<file path="config.mk">
export PLATFORM = sky130hd
export DESIGN_NAME = universal_buffer_reg
export DESIGN_NICKNAME = d
export VERILOG_FILES = /design/src/rtl/universal_buffer_reg.sv
export SDC_FILE = /design/constraint.sdc
export NUM_CORES = 1
export LEC_CHECK = 0
export CAP_MARGIN = 5
export CORE_AREA = 2 2 56 58
export DETAILED_ROUTE_END_ITERATION = 10
export DIE_AREA = 0 0 58 60
export PLACE_DENSITY = 0.83
export SLEW_MARGIN = 0
export SYNTH_ARGS = -nofsm -noshare
export SYNTH_HDL_FRONTEND = slang
export SYNTH_SLANG_ARGS = --single-unit
</file>
<file path="constraint.sdc">
create_clock -name clk -period 1.55 [get_ports clk]
set_clock_uncertainty 0.05 [all_clocks]
set_input_delay 0.2325 -clock clk [delete_from_list [all_inputs] [get_ports clk]]
set_output_delay 0.2325 -clock clk [all_outputs]
set_load 0.005 [all_outputs]
</file>
<file path="src/rtl/universal_buffer_reg.sv">
// Universal buffer register: parallel load and synchronous clear, plus a
// sequencer that applies logical/arithmetic/rotate shifts n times, one step per clock.
`timescale 1ns/1ps
module universal_buffer_reg #(
    parameter int buff_len = 8,
    parameter int cnt_w    = $clog2(buff_len) + 1
) (
    input  logic                clk,
    input  logic                clr,
    input  logic [buff_len-1:0] x,
    input  logic                load,
    input  logic                start,
    input  logic [2:0]          mode,
    input  logic [cnt_w-1:0]    n,
    input  logic                sin,
    output logic [buff_len-1:0] q,
    output logic                so,
    output logic                busy,
    output logic                done
);

    typedef enum logic [1:0] {
        IDLE  = 2'd0,
        SHIFT = 2'd1,
        DONE  = 2'd2
    } state_t;

    typedef enum logic [2:0] {
        OP_HOLD = 3'b000,
        OP_LSR  = 3'b001,
        OP_LSL  = 3'b010,
        OP_ROR  = 3'b011,
        OP_ROL  = 3'b100,
        OP_ASR  = 3'b101
    } op_t;

    state_t              state;
    op_t                 mode_r;
    logic [cnt_w-1:0]    count;
    logic [buff_len-1:0] step_q;
    logic                step_so;

    // Single-step result for the latched operation; reserved encodings hold.
    always_comb begin
        step_q  = q;
        step_so = so;
        case (mode_r)
            OP_LSR: begin
                step_q  = {sin, q[buff_len-1:1]};
                step_so = q[0];
            end
            OP_LSL: begin
                step_q  = {q[buff_len-2:0], sin};
                step_so = q[buff_len-1];
            end
            OP_ROR: begin
                step_q  = {q[0], q[buff_len-1:1]};
                step_so = q[0];
            end
            OP_ROL: begin
                step_q  = {q[buff_len-2:0], q[buff_len-1]};
                step_so = q[buff_len-1];
            end
            OP_ASR: begin
                step_q  = {q[buff_len-1], q[buff_len-1:1]};
                step_so = q[0];
            end
            default: begin
                step_q  = q;
                step_so = so;
            end
        endcase
    end

    always_ff @(posedge clk) begin
        if (!clr) begin
            q      <= '0;
            so     <= 1'b0;
            busy   <= 1'b0;
            done   <= 1'b0;
            state  <= IDLE;
            count  <= '0;
            mode_r <= OP_HOLD;
        end else if (load) begin
            // Load wins over everything and silently aborts any operation.
            q     <= x;
            busy  <= 1'b0;
            done  <= 1'b0;
            state <= IDLE;
            count <= '0;
        end else begin
            case (state)
                IDLE: begin
                    done <= 1'b0;
                    if (start) begin
                        mode_r <= op_t'(mode);
                        if (n != '0) begin
                            count <= n;
                            busy  <= 1'b1;
                            state <= SHIFT;
                        end else begin
                            done  <= 1'b1;
                            state <= DONE;
                        end
                    end
                end
                SHIFT: begin
                    q     <= step_q;
                    so    <= step_so;
                    count <= count - 1'b1;
                    if (count == cnt_w'(1)) begin
                        busy  <= 1'b0;
                        done  <= 1'b1;
                        state <= DONE;
                    end
                end
                DONE: begin
                    done  <= 1'b0;
                    state <= IDLE;
                end
                default: begin
                    busy  <= 1'b0;
                    done  <= 1'b0;
                    state <= IDLE;
                end
            endcase
        end
    end

endmodule
</file>
# Word level (Yosys, flattened, before mapping)

Cells that the tools add are included.

$add $sub $neg: 1
Equal/unequal tests: 12
Muxes and demuxes: 19
Bitwise operators: 3
Reduce and logical (&&, ||, !) cells: 17

Operators with widths:

| operator                                                            | count |
|---|---|
| 8-bit case mux with 5 select lines                                  | 1 |
| 8-bit two-way mux                                                   | 2 |
| 3-bit AND reduction                                                 | 4 |
| 4-bit two-way mux                                                   | 2 |
| 2-bit inequality test (second input constant)                       | 4 |
| 4-bit case mux with 2 select lines                                  | 1 |
| 3-bit by 2-bit == test with 1-bit output (second input constant)    | 2 |
| 3-bit == test (second input constant)                               | 2 |
| 1-bit two-way mux                                                   | 6 |
| 2-bit two-way mux                                                   | 3 |
| 2-bit nonzero test                                                  | 3 |
| 6-bit nonzero test                                                  | 1 |
| 5-bit nonzero test                                                  | 1 |
| 4-bit by 1-bit == test with 1-bit output (second input constant)    | 1 |
| 1-bit case mux with 2 select lines                                  | 2 |
| 2-bit case mux with 2 select lines                                  | 1 |
| 2-bit AND reduction                                                 | 2 |
| 4-bit AND reduction                                                 | 1 |
| 4-bit nonzero test                                                  | 1 |
| 2-bit OR reduction                                                  | 2 |
| 4-bit by 1-bit subtractor with 4-bit output (second input constant) | 1 |
| 3-bit by 1-bit == test with 1-bit output (second input constant)    | 1 |
| 1-bit NOT                                                           | 3 |
| 1-bit case mux with 3 select lines                                  | 1 |
| other kinds (4)                                                     | 4 |

Bits in registers: 20
Bits of input ports: 20
Output and inout port bits: 11
Logic and storage cells: 60

# Logic depth before layout (Yosys ltp)

Gate-level depths: netlist (run 1).

Depth after elaboration: 4
Gate-level depth with buffers: 6
Gate-level depth less buffers: 5

# Worst setup path after synthesis (run 1)

Ideal clock, no wire load.

Kind: register -> register
Start point: reg mode_r[1]
End point: reg q[4]
Setup time: 0.133 ns
Arrival: 1.332 ns
Required time: 1.367 ns
Setup slack: 0.035 ns
Cell stages (with the launch flop): 7
Buffers on the path: 2
Clock period less this slack: 1.515 ns
Cell sequence: dfxtp_1 > buf_4 > or3_4 > and3_1 > buf_6 > nand3_4 > o221ai_1

Longest elaborated chain between the ends: 4
Elaborated cells on any way between the ends: 10
Classes of those cells: 5 x eq/ne; 3 x mux; 2 x reduce/logical

RTL lines:

| what                                        | RTL line | source |
|---|---|---|
| from (decl)                                 | 38       | `op_t mode_r;` |
| from (signal assigned)                      | 96       | `mode_r <= op_t'(mode);` |
| 3-bit == test, or another cell as far along | 47       | `case (mode_r)` |
| 8-bit case mux with 5 select lines          | 47       |  |
| 8-bit two-way mux                           | 92       | `case (state)` |
| 8-bit two-way mux                           | 84       | `end else if (load) begin` |
| to (signal assigned)                        | 108      | `q <= step_q;` |
| to (decl)                                   | 16       | `output logic [buff_len-1:0] q,` |

Parallel ways exist; a longest one is shown, timed or not. The select of a mux whose other input is x is not followed.
A chain may end at the register's enable or synchronous reset.

# Worst setup path after layout (run 1)

Start point: reg q[1]
End point: out q[1]

No word-level cell between the ends.

==> results.ini, run 1 <==
[worst_setup_path]
critical-path-top-delay-family = buffers and inverters
cp_max_fo = 4
crit_path_start_kind = flop
rr_endpoint = q[6]
ff2ff_path_depth = 4
crit_buf_inv = 1
timing.rr.start = mode_r[1]
cp-endpoint = q[1]
path_depth = 1
arrival_ns = 1.23
cp-startpoint = q[1]
path_class = reg2out
rrSetupSlack_ns = 0.13
slowest_stage = clkdlybuf4s50_1
endpoint_kind = output pin
cp.required_ns = 1.27
path_cells = clkdlybuf4s50_1
critPathMaxStageDelay_ns = 0.52

[drt]
wl_per_cell_um = 14.9
dr_total_vias = 1232
drc_errors = 0
drt_first_pass_iters = 4
drt-vias-per-instance = 5.78
drt_iter0_drc = 51
wirelength_um = 3170
detail-route-antenna-nets = 0

[yosys]
synthTopCellsByCount = dfxtp_1 (20), nand3_1 (15), a21oi_1 (11)
synth_top_family_by_area = simple AND/OR/NAND/NOR gates
synthCells = 138
yosys.cell_types.count = 40
netlist_top_cells_area = dfxtp_1 (34%), mux2i_1 (7.7%), nand3_1 (6.4%), a21oi_1 (4.7%), o221ai_1 (3.7%)
yosysMostFrequentCell = dfxtp_1
synth-seq-cells = 20
synth-async-reset-ratio_pct = 0
ys.flop_type = dfxtp_1
yosys.area.top_type = dfxtp_1
ys_seq_area_share_pct = 34.1
yosys.area.top_type_share_pct = 34.1
synth_edf_count = 0
synth_compound_area_share_pct = 20.9
synth.area.mux_share_pct = 7.67
syn_area_um2 = 1170
synth_warnings = 0
synthXorXnorAreaFrac_pct = 0.745
synth-simple-area-share_pct = 28.3
synth_fp_nets = 160
synth_area_per_cell_um2 = 8.51
yosys.area_share.adder_pct = 2.13

[finish]
diodes = 0
syn2layout_area_growth_pct = 40.5
finalInstanceArea_um2 = 1650
final_util_pct = 56.9
drive_above_1_share_pct = 21.1
fillers = 255
nets = 204

[global_routing]
grt.overflow.total = 0
track_usage_pct = 19.7
antenna_found_initial = 0
grt_pass1_vias = 1231
grt_max_degree = 14
grt_first_pass_wirelength_um = 5240

[clock_tree]
cts_buffers = 3
postCtsHoldBufs = 0
cts.path.max_buffers = 2
post_cts_resized = 4
cts_root_buf = clkbuf_4
insertion_delay_ns = 0.32
post_cts_buffers = 0
cts_tree = built
htreeDepth = 1
clock-sinks = 20
clk_pin_slew_worst_paths_ns = 0.12

[die]
core_um2 = 2900
die_area_um2 = 3480
die_width_um = 58
fp.dieH_um = 60
num_rows = 20
io_pins = 31
start_util_pct = 40.5

[flow_run]
cap_violations = 0

[sta]
relSlewSlack_pct = 73.2
holdWs_ns = 0.467
worst_pin_slew_ns = 0.401
fin_setup_tns_ns = 0
fin_crit_ns = 1.52
finalSetupViolations = 0
period_share_pct = 97.9
finalHoldViolCount = 0
slew_violations = 0
fmax_mhz = 659

[status]
status = completed

[worst_hold_path]
hold_class = reg2reg

[power]
peakVddDrop_mv = 0.451
fin_total_pwr_w = 0.00112
p_leak_nw = 0.583
powerDensity_nw_per_um2 = 680

[placed_design]
place_congestion = 0.904
portBuffers = 30
dpl-instance-area_um2 = 1590
hpwl_um = 2490

[state kept, by name, summed over array words and instances (netlist names)]
| register | flops |
|---|---|
| count | 4 |
| state | 2 |
| q | 8 |
| mode_r | 3 |
| done | 1 |
| so | 1 |
| busy | 1 |
[cells by family after synthesis]
| logic type | count (synthesis) |
|---|---|
| AO/OA/AOI/OAI | 35 |
| buffers and inverters | 12 |
| flip-flops | 20 |
| adder cells (fa/ha/maj) | 2 |
| multiplexers | 9 |
| XOR/XNOR | 1 |
| AND/OR/NAND/NOR | 59 |
[area by class of cell]
type	instances	area [um2]	share of cell area (%)
clock buffer	3	22.5	1.36
inverter	3	11.3	0.682
timing repair buffer	48	435	26.4
sequential	20	412	24.9
multi-input combinational	106	728	44.1
tap	33	41.3	2.50
[worst min-delay path by stage]
stage / startpoint / endpoint / slack, ns / cells after the start
5_1_grt: x[6] / q[6] / 0.46 / 3
2_1_floorplan: x[6] / q[6] / 0.32 / 2
3_3_place_gp: busy / busy / 0.43 / 2
3_5_place_dp: busy / busy / 0.45 / 2
6_report: busy / busy / 0.47 / 2
4_1_cts: busy / busy / 0.47 / 2
[cells in the final DEF, fill, tap and decap left out, types with 2 or more instances in the layout]
master and instances:
clkdlybuf4s50_1 30, buf_4 18, nand3_1 15, dfxtp_1 13, a21oi_1 10, mux2i_1 9
nand2_1 8, nor2_1 8, dfxtp_2 6, nor2b_1 5, o21ai_0 5, o221ai_1 5
nor3_1 5, nor3b_1 4, inv_1 3, clkbuf_4 3, nand2b_1 2, a211oi_1 2
o221ai_2 2, a22oi_1 2, a31oi_1 2, ha_1 2
[where the power goes]
part | switching (W) | internal, W
sequential | 0.0000275 | 0.000542
clock | 0.000171 | 0.0000911
combinational | 0.000127 | 0.000163
[through the flow]
step | setup slack (ns) | cells
2_1_floorplan | 0.0353 | 138
3_3_place_gp | -0.218 | 210
3_5_place_dp | -0.326 | 210
4_1_cts | 0.00143 | 213
5_1_grt | -0.0514 | 213
6_report | 0.0325 | 213
[layer usage]
| layer | up-vias | routed length, um | global-route usage, % |
|---|---|---|---|
| li1 | 601 | - | - |
| met1 | 579 | 1300 | 22.6 |
| met2 | 42 | 1630 | 33.8 |
| met3 | 10 | 148 | 3.46 |
| met4 | 0 | 82 | 13.0 |
| met5 | - | 0 | 0 |
(Power assumes the default switching activity.)
==> inputs of run 2 (changes only) <==
--- a/config.mk
+++ b/config.mk
@@ -6,10 +6,11 @@
 export NUM_CORES = 1
 export LEC_CHECK = 0
 export CAP_MARGIN = 5
-export CORE_AREA = 2 2 56 58
+export CORE_AREA = 2 2 55 57
+export CTS_BUF_LIST = sky130_fd_sc_hd__clkbuf_4 sky130_fd_sc_hd__clkbuf_8
 export DETAILED_ROUTE_END_ITERATION = 10
-export DIE_AREA = 0 0 58 60
-export PLACE_DENSITY = 0.83
+export DIE_AREA = 0 0 57 59
+export PLACE_DENSITY = 0.85
 export SLEW_MARGIN = 0
 export SYNTH_ARGS = -nofsm -noshare
 export SYNTH_HDL_FRONTEND = slang
==> run 2 against run 1 <==
  * The flow now finishes with violations (negative setup slack)
  * Utilization grew 3.3 points
  * Die area shrank 3.4%
  * Critical path type is now in2reg
  * Highest routed layer unchanged
  * Fmax down 5.7%
  * Combinational power fell by 1%
  * Sequential power is essentially flat
  * Routed wire length grew 1.9%
  * Total power rose by 5.5%
  * Count of clock-buffer cells in the layout is 1 higher
  * Register-to-register slack lost 0.05 ns
==> results.ini, run 2 (synthesis gave the netlist of run 1 again) <==
[status]
status = finished with violations
violations = negative setup slack

[placed_design]
place_congestion = 0.881
preCtsSetupSlack_ns = -0.317
portBuffers = 30
hpwl_um = 2290

[die]
num_rows = 19
die_width_um = 57
fp.dieH_um = 59
die_area_um2 = 3360
core_um2 = 2710
io_pins = 31
start_util_pct = 43.4

[finish]
syn2layout_area_growth_pct = 38.8
nets = 200
diodes = 0
fillers = 237
final_util_pct = 60.2
drive_above_1_share_pct = 19.8
biggestRegsByFlops = q (8), count (4), mode_r (3)
largest_reg_flops = 8
max_flop_register = q
layout_commonest_cell = clkdlybuf4s50_1
layout_common_cells = clkdlybuf4s50_1 (30), nand3_1 (15), buf_4 (13)

[drt]
detail-route-antenna-nets = 0
drt_iter0_drc = 41
wirelength_um = 3230
dr_total_vias = 1271
drt-vias-per-instance = 6.11
drc_errors = 0
wl_per_cell_um = 15.5
drt_first_pass_iters = 4

[global_routing]
track_usage_pct = 19.4
antenna_found_initial = 0
grt.overflow.total = 0
grt_first_pass_wirelength_um = 5100
grt_max_degree = 20
grt_pass1_vias = 1166

[flow_run]
cap_violations = 0

[sta]
finalHoldViolCount = 0
setup_slack_ns = -0.0590
fin_setup_tns_ns = -0.127
slew_violations = 0
holdWs_ns = 0.465
fin_crit_ns = 1.61
relSlewSlack_pct = 61.5
worst_pin_slew_ns = 0.572
period_share_pct = 104
fmax_mhz = 621
finalSetupViolations = 3

[worst_setup_path]
path_class = in2reg
critical-path-top-delay-family = buffers and inverters
arrival_ns = 1.81
endpoint_kind = flop
path_cells = clkdlybuf4s50_1 > nor4_1 > buf_4 > o31ai_1 > a211oi_1
cp.required_ns = 1.75
critPathMaxStageDelay_ns = 0.57
cp_max_fo = 3
slowest_stage = nor4_1
crit_path_start_kind = primary input
crit_buf_inv = 2

[power]
powerDensity_nw_per_um2 = 726
fin_total_pwr_w = 0.00118
peakVddDrop_mv = 0.459
p_leak_nw = 0.574

[clock_tree]
clock-sinks = 20
insertion_delay_ns = 0.32
cts.path.max_buffers = 2
clk_pin_slew_worst_paths_ns = 0.13
post_cts_buffers = 0
cts_tree = built
htreeDepth = 1
cts_buffers = 3
cts_root_buf = clkbuf_4

[worst_hold_path]
hold_class = reg2reg

run 2: cell count changes in the layout (fill, tap and decap cells not counted):
| cell | delta |
|---|---|
| buf_4 | -5 |
| dfxtp_2 | +2 |
| a2111oi_1 | +1 |
| a2111oi_2 | -1 |
| a21oi_2 | +1 |
| a21oi_4 | -1 |
| buf_12 | +1 |
| clkbuf_8 | +1 |
| dfxtp_1 | -1 |
| dfxtp_4 | -1 |
run 2: what timing repair did:
action / 4_1_cts / 5_1_grt
endpoints found under the setup margin: 2 / 14
hold buffers: 0 / 0
pin swaps: 0 / 0
resized for setup: 2 / 11
run 2: worst paths after layout:
check             from        to  slack (ns)  cells past startpoint
max               n[2]  count[0]       -0.06                      5
min               busy      busy        0.47                      2
max reg2reg  mode_r[1]      q[7]        0.08                      6
min reg2reg       busy      busy        0.47                      2
run 2: per-layer routing:
layer / GRT usage (%) / part of all wire (%) / vias up
li1: - / - / 597
met1: 25.7 / 43 / 597
met2: 30.2 / 47 / 64
met3: 2.62 / 6.4 / 13
met4: 11.6 / 3.4 / 0
met5: 0 / 0 / -
run 2: stage by stage:
stage / instance area [um2] / std cells
finish: 1630 / 208
global route: 1630 / 208
CTS: 1610 / 208
detailed placement: 1570 / 204
global placement: 1570 / 204
floorplan: 1170 / 138
run 2: worst register-to-register path: stages, from the launching register on:
cell and delay [ns]:
dfxtp_2 0.36, buf_4 0.15, xnor2_1 0.22, nor2_2 0.05, buf_4 0.18, a221oi_1 0.24
o311ai_1 0.11
run 2: layout make-up:
| class | count | area (um2) | area share, % |
|---|---|---|---|
| clock buffer | 4 | 36.3 | 2.23 |
| inverter | 3 | 11.3 | 0.691 |
| timing repair buffer | 44 | 418 | 25.6 |
| sequential | 20 | 410 | 25.2 |
| tap | 31 | 38.8 | 2.38 |
| multi-input combinational | 106 | 716 | 43.9 |
run 2: report_power, final:
group,switching [W],total (W),internal [W]
Combinational,0.000128,0.000287,0.000159
Sequential,0.0000274,0.000570,0.000543
Clock,0.000183,0.000326,0.000144
Total,0.000338,0.00118,0.000846
